## src/rtl/aes_pkg.sv

```systemverilog
// Shared AES definitions: word/key types, key-length modes, FSM states and
// per-mode round parameters used by the key-expansion datapath.
package aes_pkg;

    typedef logic [31:0]  aes_word;
    typedef logic [127:0] key_128;

    typedef enum logic [1:0] {
        KEY_LEN_128 = 2'd0,
        KEY_LEN_192 = 2'd1,
        KEY_LEN_256 = 2'd2,
        KEY_LEN_BAD = 2'd3
    } key_len_e;

    typedef enum logic [1:0] {
        ST_IDLE   = 2'd0,
        ST_LOAD   = 2'd1,
        ST_EXPAND = 2'd2,
        ST_DRAIN  = 2'd3
    } ke_state_e;

    localparam logic [3:0] NK_128 = 4'd4;
    localparam logic [3:0] NK_192 = 4'd6;
    localparam logic [3:0] NK_256 = 4'd8;
    localparam logic [3:0] NR_128 = 4'd10;
    localparam logic [3:0] NR_192 = 4'd12;
    localparam logic [3:0] NR_256 = 4'd14;

    // Multiply by x in GF(2^8) modulo x^8 + x^4 + x^3 + x + 1.
    function automatic logic [7:0] xtime(input logic [7:0] b);
        return {b[6:0], 1'b0} ^ (b[7] ? 8'h1b : 8'h00);
    endfunction

    function automatic aes_word rot_word(input aes_word w);
        return {w[23:0], w[31:24]};
    endfunction

    function automatic logic [3:0] nk_of(input key_len_e m);
        case (m)
            KEY_LEN_192: return NK_192;
            KEY_LEN_256: return NK_256;
            default:     return NK_128;
        endcase
    endfunction

    function automatic logic [3:0] nr_of(input key_len_e m);
        case (m)
            KEY_LEN_192: return NR_192;
            KEY_LEN_256: return NR_256;
            default:     return NR_128;
        endcase
    endfunction

    function automatic int key_bits_of(input key_len_e m);
        case (m)
            KEY_LEN_128: return 128;
            KEY_LEN_192: return 192;
            KEY_LEN_256: return 256;
            default:     return 0;
        endcase
    endfunction

endpackage

```

## src/rtl/aes_rcon_gen.sv

```systemverilog
// Round-constant sequencer: restarts at 8'h01 on load, advances by xtime on
// each step.
module aes_rcon_gen
    import aes_pkg::*;
(
    input  logic       clk,
    input  logic       rst,
    input  logic       load_i,
    input  logic       step_i,
    output logic [7:0] rcon_o
);

    logic [7:0] rcon_q;

    // NOTE: sequential state is assigned with <= so every register samples
    // pre-edge values regardless of statement order.
    always_ff @(posedge clk or posedge rst) begin
        if (rst) begin
            rcon_q <= 8'h01;
        end else if (load_i) begin
            rcon_q <= 8'h01;
        end else if (step_i) begin
            rcon_q <= xtime(rcon_q);
        end
    end

    assign rcon_o = rcon_q;

endmodule

```

## src/rtl/aes_key_expand.sv

```systemverilog
// AES key expansion (128/192/256) producing one schedule word per cycle and
// presenting 128-bit round keys over a valid/ready handshake.
module aes_key_expand
    import aes_pkg::*;
#(
    parameter int KEY_BITS_MAX = 256,
    parameter int RK_IDX_W     = 4
) (
    input  logic                    clk,
    input  logic                    rst,
    input  logic                    start_i,
    input  logic [1:0]              key_len_i,
    input  logic [KEY_BITS_MAX-1:0] key_i,
    input  logic                    flush_i,
    output logic [31:0]             sub_o,
    input  logic [31:0]             sub_i,
    output logic [127:0]            rk_o,
    output logic                    rk_valid_o,
    input  logic                    rk_ready_i,
    output logic [RK_IDX_W-1:0]     rk_idx_o,
    output logic                    rk_last_o,
    output logic                    busy_o,
    output logic                    done_o,
    output logic                    err_o
);

    ke_state_e               state_q, state_d;
    key_len_e                mode_q;
    logic [KEY_BITS_MAX-1:0] key_q;
    aes_word                 win_q [8];
    aes_word                 col_q [4];
    logic [1:0]              col_cnt_q;
    logic [5:0]              word_cnt_q;
    logic [2:0]              phase_q;
    logic [RK_IDX_W-1:0]     rk_cnt_q;
    logic [RK_IDX_W-1:0]     rk_idx_q;
    logic [127:0]            rk_q;
    logic                    rk_valid_q;
    logic                    rk_last_q;
    logic                    err_q;

    logic [7:0]  rcon;
    logic        mode_ok;
    logic        accept;
    logic        hs;
    logic        stall;
    logic        producing;
    logic        use_rcon;
    logic        phase_wrap;
    logic [3:0]  nk_cur;
    logic [3:0]  nr_cur;
    logic [5:0]  nw_last;
    aes_word     w_old;
    aes_word     temp;
    aes_word     new_word;

    assign mode_ok = (key_len_e'(key_len_i) != KEY_LEN_BAD) &&
                     (key_bits_of(key_len_e'(key_len_i)) <= KEY_BITS_MAX);
    assign accept  = (state_q == ST_IDLE) && start_i && mode_ok && !flush_i;

    assign nk_cur     = nk_of(mode_q);
    assign nr_cur     = nr_of(mode_q);
    assign nw_last    = {nr_cur, 2'b11};
    assign phase_wrap = ({1'b0, phase_q} == (nk_cur - 4'd1));

    assign hs = rk_valid_q && rk_ready_i;
    // Completing a round key while the previous one is still unaccepted
    // would overwrite rk_q, so word production waits for the handshake.
    assign stall     = (col_cnt_q == 2'd3) && rk_valid_q && !rk_ready_i;
    assign producing = ((state_q == ST_LOAD) || (state_q == ST_EXPAND)) &&
                       !stall && !flush_i;

    always_comb begin
        case (mode_q)
            KEY_LEN_192: w_old = win_q[5];
            KEY_LEN_256: w_old = win_q[7];
            default:     w_old = win_q[3];
        endcase
    end

    // NOTE: every always_comb output gets a default first so no path leaves
    // it unassigned and infers a latch.
    always_comb begin
        sub_o    = '0;
        temp     = win_q[0];
        use_rcon = 1'b0;
        if (state_q == ST_EXPAND) begin
            if (phase_q == 3'd0) begin
                sub_o    = rot_word(win_q[0]);
                temp     = sub_i ^ {rcon, 24'h0};
                use_rcon = 1'b1;
            end else if ((mode_q == KEY_LEN_256) && (phase_q == 3'd4)) begin
                sub_o = win_q[0];
                temp  = sub_i;
            end
        end
        new_word = (state_q == ST_LOAD) ? key_q[KEY_BITS_MAX-1 -: 32] : (w_old ^ temp);
    end

    always_comb begin
        state_d = state_q;
        case (state_q)
            ST_IDLE:   if (accept) state_d = ST_LOAD;
            ST_LOAD:   if (producing && phase_wrap) state_d = ST_EXPAND;
            ST_EXPAND: if (producing && (word_cnt_q == nw_last)) state_d = ST_DRAIN;
            ST_DRAIN:  if (hs) state_d = ST_IDLE;
            default:   state_d = ST_IDLE;
        endcase
        if (flush_i) state_d = ST_IDLE;
    end

    aes_rcon_gen u_rcon (
        .clk    (clk),
        .rst    (rst),
        .load_i (accept),
        .step_i (producing && use_rcon),
        .rcon_o (rcon)
    );

    always_ff @(posedge clk or posedge rst) begin
        if (rst) begin
            state_q    <= ST_IDLE;
            mode_q     <= KEY_LEN_128;
            key_q      <= '0;
            col_cnt_q  <= '0;
            word_cnt_q <= '0;
            phase_q    <= '0;
            rk_cnt_q   <= '0;
            rk_idx_q   <= '0;
            rk_q       <= '0;
            rk_valid_q <= 1'b0;
            rk_last_q  <= 1'b0;
            err_q      <= 1'b0;
            // NOTE: the window and collector are small register arrays, not
            // RAM, so clearing them on reset costs nothing and keeps no stale
            // key material around.
            for (int k = 0; k < 8; k++) win_q[k] <= '0;
            for (int k = 0; k < 4; k++) col_q[k] <= '0;
        end else begin
            state_q <= state_d;
            err_q   <= 1'b0;
            if (flush_i) begin
                rk_valid_q <= 1'b0;
            end else begin
                if ((state_q == ST_IDLE) && start_i) begin
                    if (mode_ok) begin
                        mode_q     <= key_len_e'(key_len_i);
                        key_q      <= key_i;
                        col_cnt_q  <= '0;
                        word_cnt_q <= '0;
                        phase_q    <= '0;
                        rk_cnt_q   <= '0;
                    end else begin
                        err_q <= 1'b1;
                    end
                end
                if (hs) rk_valid_q <= 1'b0;
                if (producing) begin
                    for (int k = 7; k > 0; k--) win_q[k] <= win_q[k-1];
                    win_q[0]   <= new_word;
                    word_cnt_q <= word_cnt_q + 6'd1;
                    phase_q    <= phase_wrap ? 3'd0 : phase_q + 3'd1;
                    if (state_q == ST_LOAD) key_q <= key_q << 32;
                    col_q[col_cnt_q] <= new_word;
                    col_cnt_q        <= col_cnt_q + 2'd1;
                    if (col_cnt_q == 2'd3) begin
                        rk_q       <= {col_q[0], col_q[1], col_q[2], new_word};
                        rk_idx_q   <= rk_cnt_q;
                        rk_last_q  <= (rk_cnt_q == RK_IDX_W'(nr_cur));
                        rk_valid_q <= 1'b1;
                        rk_cnt_q   <= rk_cnt_q + RK_IDX_W'(1);
                    end
                end
            end
        end
    end

    assign rk_o       = rk_q;
    assign rk_valid_o = rk_valid_q;
    assign rk_idx_o   = rk_idx_q;
    assign rk_last_o  = rk_last_q;
    assign busy_o     = (state_q != ST_IDLE);
    assign done_o     = (state_q == ST_DRAIN) && hs && !flush_i;
    assign err_o      = err_q;

endmodule

```

## config.mk

```make
export PLATFORM = sky130hd
export DESIGN_NAME = aes_key_expand
export DESIGN_NICKNAME = d
export VERILOG_FILES = /design/src/rtl/aes_pkg.sv /design/src/rtl/aes_rcon_gen.sv /design/src/rtl/aes_key_expand.sv
export SDC_FILE = /design/constraint.sdc
export NUM_CORES = 2
export LEC_CHECK = 0
export CORE_ASPECT_RATIO = 1.25
export CORE_UTILIZATION = 58
export CTS_BUF_LIST = sky130_fd_sc_hd__clkbuf_8
export DETAILED_ROUTE_END_ITERATION = 10
export MAX_ROUTING_LAYER = met4
export PLACE_DENSITY = 0.8
export SLEW_MARGIN = 20
export SYNTH_ARGS = -nofsm -noshare
export SYNTH_HDL_FRONTEND = slang
export SYNTH_SLANG_ARGS = --single-unit
```

## constraint.sdc

```tcl
create_clock -name clk -period 78.6 [get_ports clk]
set_clock_uncertainty 0.15 [all_clocks]
set_input_delay 23.58 -clock clk [delete_from_list [all_inputs] [get_ports clk]]
set_output_delay 23.58 -clock clk [all_outputs]
set_load 0.03 [all_outputs]
```

==> flow_summary.json <==
{
  "status": "complete, no violations",
  "fin_crit_sh_pct": 62.15,
  "start_util_pct": 58.59,
  "clock-sinks": 770,
  "stdcell_area_um2": 41990,
  "synthTopCellsByCount": "dfrtp_1 (769), nand2_1 (723), nor2_1 (490), a21oi_1 (301), o22a_1 (224)",
  "async_flop_share_pct": 100.0,
  "swShare_pct": 40.08,
  "critical_path.max_stage_delay_ns": 0.67,
  "cp_cell_sequence": "clkbuf_8 > nand2b_1 > nor2_1 > clkdlybuf4s50_1",
  "min_from": "win_q[34]$_DFFE_PP0P_",
  "synth_edf_count": 0,
  "synth_most_common_cell": "dfrtp_1",
  "netSwitchingPower_uw": 670.7,
  "power_leakage_nw": 18.96,
  "r2r_start": "state_q[0]$_DFFE_PP0P_",
  "hp-class": "flop to flop",
  "crit_buf_inv": 2,
  "holdBufCountCts": 0,
  "critPathTopFamily": "buffers and inverters",
  "p_int_mw": 1.003,
  "worstSetupPathType": "primary input to primary output",
  "worstMarginPinSlew_ns": 1.081,
  "ant_nets": 0,
  "coreArea_um2": 59430,
  "cts_buffer_depth": 3,
  "grt_overflow": 0,
  "rsz0062_at_grt": "no",
  "synth_area_leaders": "dfrtp_1 (55%), nand2_1 (7.8%), o22a_1 (5.6%)",
  "slowest_stage": "clkdlybuf4s50_1",
  "path_clk_slew_ns": 0.06,
  "maxCapViolCount": 0,
  "fin_util_pct": 70.66,
  "finalSetupViolCount": 0,
  "dpl.hpwl_um": 66340,
  "syn_avg_cell_area_um2": 9.914,
  "power.share.sequential_pct": 40.5,
  "dieArea_um2": 61020,
  "endpoint_kind": "primary output",
  "ys_ff_latch": 770,
  "syn_inst": 3512,
  "grt_antenna_before_repair": 35,
  "grt_max_degree": 220,
  "cts_resized": 0,
  "drtIter0Drc": 2204,
  "yosysTopAreaCellShare_pct": 55.27,
  "remaining_drc_errors": 0,
  "cts_tree": "done",
  "hold_slack_ns": 0.3068,
  "avgRoutedWirePerCell_um": 20.94,
  "cts_inserted_buffers": 114,
  "ir_drop_mv": 0.03170,
  "grt_first_pass_wirelength_um": 151600,
  "pre_cts_ws_ns": 29.71,
  "cts_setup_buffers": 0,
  "io_pins": 464,
  "vias": 27550,
  "syn_nets": 3823,
  "tns_ns": 0,
  "ys.flop_type": "dfrtp_1",
  "place_area_um2": 39530,
  "startpoint_type": "primary input",
  "yosys_warnings": 0,
  "required_ns": 54.87,
  "finalHoldViolCount": 0,
  "grt_pass1_vias": 26640,
  "drive_above_1_share_pct": 10.53,
  "layout_min_cycle_time_ns": 48.85,
  "die_h_um": 275.9,
  "cp-startpoint": "flush_i",
  "synth_area_leader_cell": "dfrtp_1",
  "place.gp.congestion": 0.8661,
  "powerDensity_nw_per_um2": 39.85,
  "clk_latency_ns": 0.73,
  "slew-limit-headroom_pct": 27.97,
  "fmax_mhz": 20.47,
  "synth.distinct_cells": 59,
  "arrival_ns": 25.12,
  "cp_max_fo": 140,
  "final_nets": 4163,
  "yosysSeqAreaShare_pct": 55.34,
  "grt_usage_pct": 33.36,
  "comb_power_share_pct": 39.7,
  "clkPwrFrac_pct": 19.8,
  "dieWidth_um": 221.2,
  "routed_wl_um": 99360,
  "syn-cell-area_um2": 34820,
  "cts-root-buf": "clkbuf_8",
  "vias_per_cell": 5.808,
  "dr.pass1.iters": 5,
  "syn2layout_area_growth_pct": 20.60,
  "htree_levels": 3,
  "slew_viol_final": 0,
  "finalWorstSetupSlack_ns": 29.75,
  "rows": 100,
  "numPortBuffers": 463
}
[logic make-up after synthesis]
family          after synthesis  share of synthesized area [%]
flops                       770                          55.34
mux                         230                          7.402
simple gates               1378                          16.17
compound gates              794                          16.09
xor+xnor                     15                         0.3773
fa+ha+maj                    16                         0.5749
buf+inv                     309                          4.035
[tightest hold or removal path, stage by stage (launching register included)]
cell and delay [ns]:
dfrtp_1 0.35, nand2_1 0.05, nand2_1 0.05
[power groups by stage]
| stage | clock [mW] | combinational, mW | sequential [mW] |
|---|---|---|---|
| after global routing | 0.353 | 0.718 | 0.696 |
| after detailed placement | 0 | 0.661 | 0.680 |
| final | 0.331 | 0.665 | 0.677 |
| after floorplan | 0 | 0.427 | 0.688 |
| after global placement | 0 | 0.643 | 0.673 |
| after CTS | 0.336 | 0.665 | 0.675 |
[layer usage]
metal / wire length, um / share of wire, % / global-route usage [%] / vias to the layer above
met1: 38680 / 39 / 39.77 / 13610
met3: 7665 / 7.7 / 8.902 / 231
met4: 4874 / 4.9 / 16.93 / 0
li1: - / - / - / 12750
met5: 0 / 0 / - / -
met2: 48140 / 48 / 52.53 / 965
[state kept, by name (all words and copies together) (netlist names), 3 cells and up]
name and count:
u_rcon.rcon_o 8, rk_cnt_q 4, phase_q 3, key_q 256, col_q 96, word_cnt_q 6, rk_o 128, rk_idx_o 4
win_q 256
[cell usage in the layout, fill, tap and decap left out, types with 6 or more instances in the layout]
cell             instances
a21oi_1                300
o21a_1                  28
ha_1                    14
clkdlybuf4s50_1        462
inv_1                   68
buf_4                   31
clkbuf_8               145
o31ai_1                  6
o31ai_2                 18
nand3_1                 28
nand4_1                 10
nor2_1                 488
a21boi_1                24
o22a_1                 224
or4_1                   16
mux2_2                 124
mux2_1                  96
a22o_1                  33
clkinv_2                20
nor3_1                  33
a221oi_1                24
a31oi_1                  6
nand2_1                722
o21ai_0                 71
o21ai_1                 14
nor3_2                   8
diode_2                 38
dfrtp_1                769
xor2_1                  10
o21ai_2                 15
or3_1                    7
a22oi_1                  6
and3_1                  26
o31ai_4                  6
mux2i_1                 10
[layout make-up]
cell class | instances | area, um^2
inverters | 36 | 142.6
repair buffers | 497 | 4938
diodes | 38 | 95.09
clock inverters | 61 | 356.6
fillers | 4436 | 17440
multi-input cells | 2433 | 14250
clock buffers | 144 | 1982
flip-flops and latches | 770 | 19270
well taps | 765 | 957.2
[path summary, 6_finish.rpt]
| kind | end | slack [ns] | cells after the start |
|---|---|---|---|
| max | done_o | 29.75 | 4 |
| min | win_q[2]$_DFFE_PP0P_ | 0.31 | 2 |
| max reg2reg | key_q[134]$_DFFE_PP0N_ | 73.73 | 7 |
| min reg2reg | win_q[2]$_DFFE_PP0P_ | 0.31 | 2 |
| max in group asynchronous | rk_o[22]$_DFFE_PP0P_ | 52.48 | 5 |
| min in group asynchronous | rk_o[28]$_DFFE_PP0P_ | 23.09 | 2 |
[per-stage QoR]
step | power (mW) | cells
final | 1.674 | 4744
after global routing | 1.768 | 4741
after CTS | 1.676 | 4705
after detailed placement | 1.341 | 4500
after global placement | 1.316 | 4500
after floorplan | 1.114 | 3512
No activity file was read; power rests on OpenSTA's default activity.
